==> src/rtl/config_bus_master.sv <==
// ---------------------------------------------------------------------------
// config_bus_master
//
// Upstream driver for a tile core's configuration port. Requests arrive on a
// valid/ready interface, are sequenced onto the core's config pins (address,
// data, read strobe, write strobe), and a response is returned on a second
// valid/ready interface. Only one transaction is in flight at a time.
//
// Optional feature, enabled by defining CFG_READBACK_VERIFY_EN:
//   every write is followed by a readback of the same address. The captured
//   value becomes resp_data, and resp_err flags a mismatch against the
//   written data. Without the macro, resp_err is tied low and no comparator
//   is built.
//
// Parameters:
//   ADDR_WIDTH   - config address width
//   DATA_WIDTH   - config data width
//   READ_LATENCY - cycles cfg_read is held before read data is sampled (1..15)
//   CNT_WIDTH    - width of the completed-transaction counter
//
// Ports:
//   real_clk, real_rst      clock, asynchronous active-high reset
//   req_valid/req_ready     request handshake (ready only while idle)
//   req_write               1 = write, 0 = read
//   req_addr, req_data      request address / write data
//   cfg_addr, cfg_data      to core config_config_addr / config_config_data
//   cfg_read, cfg_write     to core config_read / config_write
//   cfg_rdata               from core read_config_data
//   resp_valid/resp_ready   response handshake
//   resp_data               read data (0 for plain writes)
//   resp_err                readback mismatch flag
//   txn_count               completed transactions, wraps to 0
// ---------------------------------------------------------------------------
module config_bus_master #(
    parameter int ADDR_WIDTH   = 8,
    parameter int DATA_WIDTH   = 32,
    parameter int READ_LATENCY = 1,
    parameter int CNT_WIDTH    = 16
) (
    input  logic                  real_clk,
    input  logic                  real_rst,
    input  logic                  req_valid,
    output logic                  req_ready,
    input  logic                  req_write,
    input  logic [ADDR_WIDTH-1:0] req_addr,
    input  logic [DATA_WIDTH-1:0] req_data,
    output logic [ADDR_WIDTH-1:0] cfg_addr,
    output logic [DATA_WIDTH-1:0] cfg_data,
    output logic                  cfg_read,
    output logic                  cfg_write,
    input  logic [DATA_WIDTH-1:0] cfg_rdata,
    output logic                  resp_valid,
    input  logic                  resp_ready,
    output logic [DATA_WIDTH-1:0] resp_data,
    output logic                  resp_err,
    output logic [CNT_WIDTH-1:0]  txn_count
);

    typedef enum logic [1:0] {
        IDLE,
        WRITE,
        READ_WAIT,
        RESP
    } state_t;

    // READ_LATENCY is limited to 1..15, so a 4-bit wait counter suffices.
    localparam logic [3:0] LAT_LOAD = 4'(READ_LATENCY);

    state_t                state;
    state_t                state_next;
    logic [3:0]            wait_cnt;
    logic [3:0]            wait_cnt_next;
    logic                  last_wait;
    logic [ADDR_WIDTH-1:0] cfg_addr_next;
    logic [DATA_WIDTH-1:0] cfg_data_next;
    logic                  cfg_read_next;
    logic                  cfg_write_next;
    logic                  resp_valid_next;
    logic [DATA_WIDTH-1:0] resp_data_next;
    logic [CNT_WIDTH-1:0]  txn_count_next;

`ifdef CFG_READBACK_VERIFY_EN
    // Remembers whether the readback in progress belongs to a write, so only
    // write readbacks can raise resp_err.
    logic txn_write;
    logic txn_write_next;
    logic resp_err_next;
`endif

    assign req_ready = (state == IDLE);
    assign last_wait = (wait_cnt == 4'd1);

    // State register.
    always_ff @(posedge real_clk or posedge real_rst) begin
        if (real_rst) begin
            state <= IDLE;
        end else begin
            state <= state_next;
        end
    end

    // Next-state decode.
    always_comb begin
        state_next = state;
        case (state)
            IDLE: begin
                if (req_valid) begin
                    state_next = req_write ? WRITE : READ_WAIT;
                end
            end
            WRITE: begin
`ifdef CFG_READBACK_VERIFY_EN
                state_next = READ_WAIT;
`else
                state_next = RESP;
`endif
            end
            READ_WAIT: begin
                if (last_wait) begin
                    state_next = RESP;
                end
            end
            RESP: begin
                if (resp_ready) begin
                    state_next = IDLE;
                end
            end
            default: state_next = IDLE;
        endcase
    end

    // Next values of the registered outputs. The strobes default low so each
    // is high only for the cycles its state explicitly requests; the address,
    // data and response fields default to holding.
    always_comb begin
        cfg_addr_next   = cfg_addr;
        cfg_data_next   = cfg_data;
        cfg_read_next   = 1'b0;
        cfg_write_next  = 1'b0;
        resp_valid_next = resp_valid;
        resp_data_next  = resp_data;
        txn_count_next  = txn_count;
        wait_cnt_next   = wait_cnt;
`ifdef CFG_READBACK_VERIFY_EN
        txn_write_next  = txn_write;
        resp_err_next   = resp_err;
`endif
        case (state)
            IDLE: begin
                if (req_valid) begin
                    cfg_addr_next = req_addr;
                    cfg_data_next = req_data;
`ifdef CFG_READBACK_VERIFY_EN
                    txn_write_next = req_write;
                    resp_err_next  = 1'b0;
`endif
                    if (req_write) begin
                        cfg_write_next = 1'b1;
                    end else begin
                        cfg_read_next = 1'b1;
                        wait_cnt_next = LAT_LOAD;
                    end
                end
            end
            WRITE: begin
`ifdef CFG_READBACK_VERIFY_EN
                cfg_read_next = 1'b1;
                wait_cnt_next = LAT_LOAD;
`else
                resp_valid_next = 1'b1;
                resp_data_next  = '0;
`endif
            end
            READ_WAIT: begin
                wait_cnt_next = wait_cnt - 4'd1;
                if (last_wait) begin
                    resp_valid_next = 1'b1;
                    resp_data_next  = cfg_rdata;
`ifdef CFG_READBACK_VERIFY_EN
                    // cfg_data still holds the written value during readback.
                    resp_err_next = txn_write && (cfg_rdata != cfg_data);
`endif
                end else begin
                    cfg_read_next = 1'b1;
                end
            end
            RESP: begin
                if (resp_ready) begin
                    resp_valid_next = 1'b0;
                    txn_count_next  = txn_count + CNT_WIDTH'(1);
                end
            end
            default: begin
                resp_valid_next = 1'b0;
            end
        endcase
    end

    // Output and datapath registers.
    always_ff @(posedge real_clk or posedge real_rst) begin
        if (real_rst) begin
            cfg_addr   <= '0;
            cfg_data   <= '0;
            cfg_read   <= 1'b0;
            cfg_write  <= 1'b0;
            resp_valid <= 1'b0;
            resp_data  <= '0;
            txn_count  <= '0;
            wait_cnt   <= 4'd0;
        end else begin
            cfg_addr   <= cfg_addr_next;
            cfg_data   <= cfg_data_next;
            cfg_read   <= cfg_read_next;
            cfg_write  <= cfg_write_next;
            resp_valid <= resp_valid_next;
            resp_data  <= resp_data_next;
            txn_count  <= txn_count_next;
            wait_cnt   <= wait_cnt_next;
        end
    end

`ifdef CFG_READBACK_VERIFY_EN
    // Readback comparison state.
    always_ff @(posedge real_clk or posedge real_rst) begin
        if (real_rst) begin
            txn_write <= 1'b0;
            resp_err  <= 1'b0;
        end else begin
            txn_write <= txn_write_next;
            resp_err  <= resp_err_next;
        end
    end
`else
    assign resp_err = 1'b0;
`endif

endmodule

==> config.mk <==
export PLATFORM = sky130hd
export DESIGN_NAME = config_bus_master
export DESIGN_NICKNAME = d
export VERILOG_FILES = /design/src/rtl/config_bus_master.sv
export SDC_FILE = /design/constraint.sdc
export NUM_CORES = 1
export LEC_CHECK = 0
export BUFFER_PORTS_ARGS = -buffer_cell sky130_fd_sc_hd__buf_2
export CAP_MARGIN = 20
export CORE_MARGIN = 2
export CORE_UTILIZATION = 30
export DETAILED_ROUTE_END_ITERATION = 6
export GPL_ROUTABILITY_DRIVEN = 0
export HOLD_SLACK_MARGIN = 0.05
export SLEW_MARGIN = 15
export SYNTH_ARGS = -nofsm -noshare
export SYNTH_HDL_FRONTEND = slang
export SYNTH_SLANG_ARGS = --single-unit
export TNS_END_PERCENT = 100
==> constraint.sdc <==
create_clock -name real_clk -period 2.5 [get_ports real_clk]
set_clock_uncertainty 0.1 [all_clocks]
set_input_delay 0 -clock real_clk [delete_from_list [all_inputs] [get_ports real_clk]]
set_output_delay 0 -clock real_clk [all_outputs]
set_load 0.01 [all_outputs]
==> reports/qor.txt <==
=====================================================================================================
Buffers from clock root to sink, at most                                                            2
Critical-path cell list                                                                  ha_1, nor3b_1, buf_4, o21ai_4, buf_4, o21ai_0
Diodes inserted                                                                                     0
Clock latency on the worst-skew pair                                                           340 ps
Largest family of logic cells by synthesized area                                        multiplexers
Reported max-cap violation count                                                                    0
Worst R2R Path Depth                                                                                6
Cell Area, Placed                                                                        0.00501 sq mm
R2R Setup Slk                                                                                  560 ps
Via total after detailed routing                                                                 3335
Final worst slack                                                                              563 ps
Kind of start point of the critical path                                                    flip-flop
Hold Slack                                                                                     251 ps
Worst slack after detailed placement                                                           578 ps
Remaining design rule violation count                                                               0
Final wirelength                                                                         9890 microns
Minimum clock period                                                                          1940 ps
TritonCTS buffer count                                                                              9
RSZ-0062 raised after global routing                                                            false
Required arrival time at the worst endpoint                                                   2590 ps
Share of synthesized cell area in and, or, nand and nor gates                                   11.7%
Yosys warns                                                                                         0
Root Driver                                                                              sky130_fd_sc_hd__clkbuf_16
Number of hold-repair buffers added at the cts stage                                               77
Run status                                                                                  completed
Post-synthesis instance area                                                             0.00395 sq mm
Crit end category                                                                           flip-flop
FF-to-FF Start                                                                            wait_cnt[0]
Number of I/O pins                                                                                170
Complex-gate fraction of the synthesized area                                                   6.25%
Die Ht                                                                                    119 microns
Initial core utilization                                                                        31.0%
Number of instances in the synthesized netlist                                                    341
Final ANT Viol Nets                                                                                 0
Worst Path Max Fanout                                                                              64
Synth Register Bits                                                                                97
Clock transition at path regs                                                                   60 ps
Leakage dissipation                                                                           3.05 nW
Growth of design area from synthesis to finish                                                  53.5%
Maximum operating frequency                                                                 0.516 GHz
Global route overflow                                                                               0
Resized cells post-CTS                                                                              0
TritonCTS clock tree                                                                             done
Number of setup buffers added after CTS                                                             0
Portion of netlist area occupied by mux cells                                                   12.5%
Share of cells above drive strength 1                                                           40.0%
Post-synthesis share of cell area spent on xor and xnor gates                                   3.33%
Initial antenna violation count                                                                     0
CP max stage delay                                                                             450 ps
Most frequent cell on the critical path                                                  sky130_fd_sc_hd__buf_4
PortBufs                                                                                          168
Share of the yosys chip area belonging to registers                                             61.5%
Violation count after the first detailed-routing iteration                                        142
Half-perimeter wire length after detailed placement                                      6320 microns
Cell Count, Final, Fillers Out                                                                    765
Post-Place Cells                                                                                  672
TritonCTS sink count                                                                               97
Class of the most critical setup path                                                         reg2reg
Overall track demand over capacity in global routing                                            14.6%
Path category of the worst min-delay check                                                   in2async
Chip Width                                                                                119 microns
Synthesized netlist net count                                                                     425
Max IR drop VDD                                                                                615 uV
Wire length of the first global-routing pass                                             16500 microns
Detailed-routing iteration count for the pre-antenna-repair pass                                    4
Multi-input combinational cell area                                                      0.00143 sq mm
Area taken by flip-flops and latches                                                     0.00243 sq mm
Distinct cell type count after synthesis                                                           32
Crit-path slowest cell                                                                   sky130_fd_sc_hd__buf_4
Avg Cell Area, Syn                                                                         11.6 sq um
Final Core Density                                                                              47.6%
Synth area leader                                                                        sky130_fd_sc_hd__dfrtp_1
Synth top area cells                                                                     sky130_fd_sc_hd__dfrtp_1 (62%), sky130_fd_sc_hd__mux2_2 (12%), sky130_fd_sc_hd__nand2_1 (7.3%), sky130_fd_sc_hd__o21ai_0 (4.8%), sky130_fd_sc_hd__ha_1 (2.2%)
Number of levels in the clock H-tree                                                                3
End of the worst register-to-register path                                               resp_data[10]
Actual slew at the worst max-slew pin                                                          712 ps
Dominant delay contributor by cell family on the critical path                           buffers and inverters
Fin. max-slew vios                                                                                  0
Number of filler instances in the final layout                                                   1186
Combined buffer and inverter count along the critical path                                          2
Per-cell via count in the routed design                                                          4.36
Max-Slew Margin vs Limit                                                                        52.6%
Vias in the first global route                                                                   3400
Number of hold violations in the final report                                                       0
Area enclosed by the die boundary                                                        0.0141 sq mm
Total power after layout                                                                      6.83 mW
Post-route cell area                                                                     0.00606 sq mm
Post-synthesis share of cell area spent on full adders, half adders and majority gates          2.22%
Setup violators final                                                                               0
Final total negative setup slack                                                                 0 ps
Data arrival time of the worst path                                                           2030 ps
Pwr dens                                                                                 1130 mW/mm^2
Largest net degree at the start of global routing                                                  65
Final #Nets                                                                                       672
Per-cell routed wire length                                                              12.9 microns
Core ar.                                                                                 0.0127 sq mm
Total number of placement rows                                                                     41
Post-synth top area share                                                                       61.5%
Fraction of the cycle the final worst path needs                                                77.5%
=====================================================================================================
area by class of cell:
type                       instances  share of cell area (%)
clock buffer                      11                    4.01
clock inverter                     5                   0.517
inverter                           9                   0.620
multi-input combinational        220                    23.7
sequential                        97                    40.1
tap                              172                    3.55
timing repair buffer             251                    27.6
worst register-to-register path, stage by stage (launching register included):
cell and delay [ps]:
sky130_fd_sc_hd__dfrtp_1 400, sky130_fd_sc_hd__ha_1 210, sky130_fd_sc_hd__nor3b_1 130, sky130_fd_sc_hd__buf_4 150, sky130_fd_sc_hd__o21ai_4 100, sky130_fd_sc_hd__buf_4 450, sky130_fd_sc_hd__o21ai_0 240
how the worst max path moves through the flow:
stage,from,end,cells after the start
after floorplan,state[0],cfg_addr[2],5
after global placement,wait_cnt[0],resp_data[1],6
after detailed placement,wait_cnt[0],resp_data[24],6
after CTS,wait_cnt[0],resp_data[10],6
after global routing,wait_cnt[0],resp_data[10],6
final,wait_cnt[0],resp_data[10],6
placed cells by master, fill, tap and decap left out, types with 3 or more instances in the layout:
master and instances:
sky130_fd_sc_hd__buf_2 168, sky130_fd_sc_hd__dfrtp_1 97, sky130_fd_sc_hd__dlygate4sd3_1 77, sky130_fd_sc_hd__nand2_1 76, sky130_fd_sc_hd__mux2_2 41, sky130_fd_sc_hd__o21ai_0 38, sky130_fd_sc_hd__nor2_1 10, sky130_fd_sc_hd__clkbuf_16 9
sky130_fd_sc_hd__inv_1 8, sky130_fd_sc_hd__xnor2_1 8, sky130_fd_sc_hd__xor2_1 7, sky130_fd_sc_hd__ha_1 7, sky130_fd_sc_hd__buf_4 5, sky130_fd_sc_hd__nand3_1 4, sky130_fd_sc_hd__and3_1 3, sky130_fd_sc_hd__nor2b_1 3
sky130_fd_sc_hd__nand4_1 3, sky130_fd_sc_hd__mux2i_1 3, sky130_fd_sc_hd__clkinv_2 3
report_power, final:
part	switching [mW]	leakage, nW	internal (mW)	total [mW]
Sequential	0.392	1.23	2.28	2.68
Combinational	1.59	1.68	1.29	2.88
Clock	0.573	0.135	0.698	1.27
Total	2.56	3.05	4.27	6.83
flip-flops by register name, summed over array words and instances (netlist names):
name / cells
cfg_addr: 8
state: 2
txn_count: 16
resp_valid: 1
wait_cnt: 4
resp_data: 32
cfg_write: 1
cfg_data: 32
cfg_read: 1
cell families after synthesis:
kind of cell             Yosys count
AO/OA/AOI/OAI                     46
XOR/XNOR                          15
adder cells (fa/ha/maj)            7
buffers and inverters             24
flip-flops                        97
multiplexers                      44
other                              1
AND/OR/NAND/NOR                  107
per-layer routing:
metal | GRT usage (%) | wire length, microns | vias up | share of wire, %
li1 | - | - | 1627 | -
met1 | 18.1 | 4220 | 1571 | 43
met2 | 23.4 | 4820 | 121 | 49
met3 | 4.05 | 640 | 16 | 6.5
met4 | 7.29 | 214 | 0 | 2.2
met5 | 0 | 0 | - | 0
cells in the mapped netlist:
library cell               instances
sky130_fd_sc_hd__clkbuf_1          9
sky130_fd_sc_hd__dfrtp_1          97
sky130_fd_sc_hd__nor2_1           10
sky130_fd_sc_hd__nand4_1           3
sky130_fd_sc_hd__or4_4             1
sky130_fd_sc_hd__o22ai_1           1
sky130_fd_sc_hd__nand2_1          77
sky130_fd_sc_hd__o21ai_2           1
sky130_fd_sc_hd__o21ai_0          38
sky130_fd_sc_hd__mux2i_1           3
sky130_fd_sc_hd__inv_1             9
sky130_fd_sc_hd__a21oi_1           2
sky130_fd_sc_hd__ha_1              7
sky130_fd_sc_hd__and3_1            3
sky130_fd_sc_hd__o31ai_1           2
sky130_fd_sc_hd__buf_2             1
sky130_fd_sc_hd__nor3_1            1
sky130_fd_sc_hd__or2_2             1
sky130_fd_sc_hd__nand2b_1          1
sky130_fd_sc_hd__nor3b_1           1
sky130_fd_sc_hd__nand3_1           4
sky130_fd_sc_hd__buf_1             4
sky130_fd_sc_hd__buf_4             1
sky130_fd_sc_hd__nor2b_1           3
sky130_fd_sc_hd__nand4_2           1
sky130_fd_sc_hd__xnor2_1           8
sky130_fd_sc_hd__a211oi_1          1
sky130_fd_sc_hd__conb_1            1
sky130_fd_sc_hd__mux2_2           41
sky130_fd_sc_hd__and4_2            1
sky130_fd_sc_hd__xor2_1            7
sky130_fd_sc_hd__o22a_1            1
No activity file was read; power rests on OpenSTA's default activity.
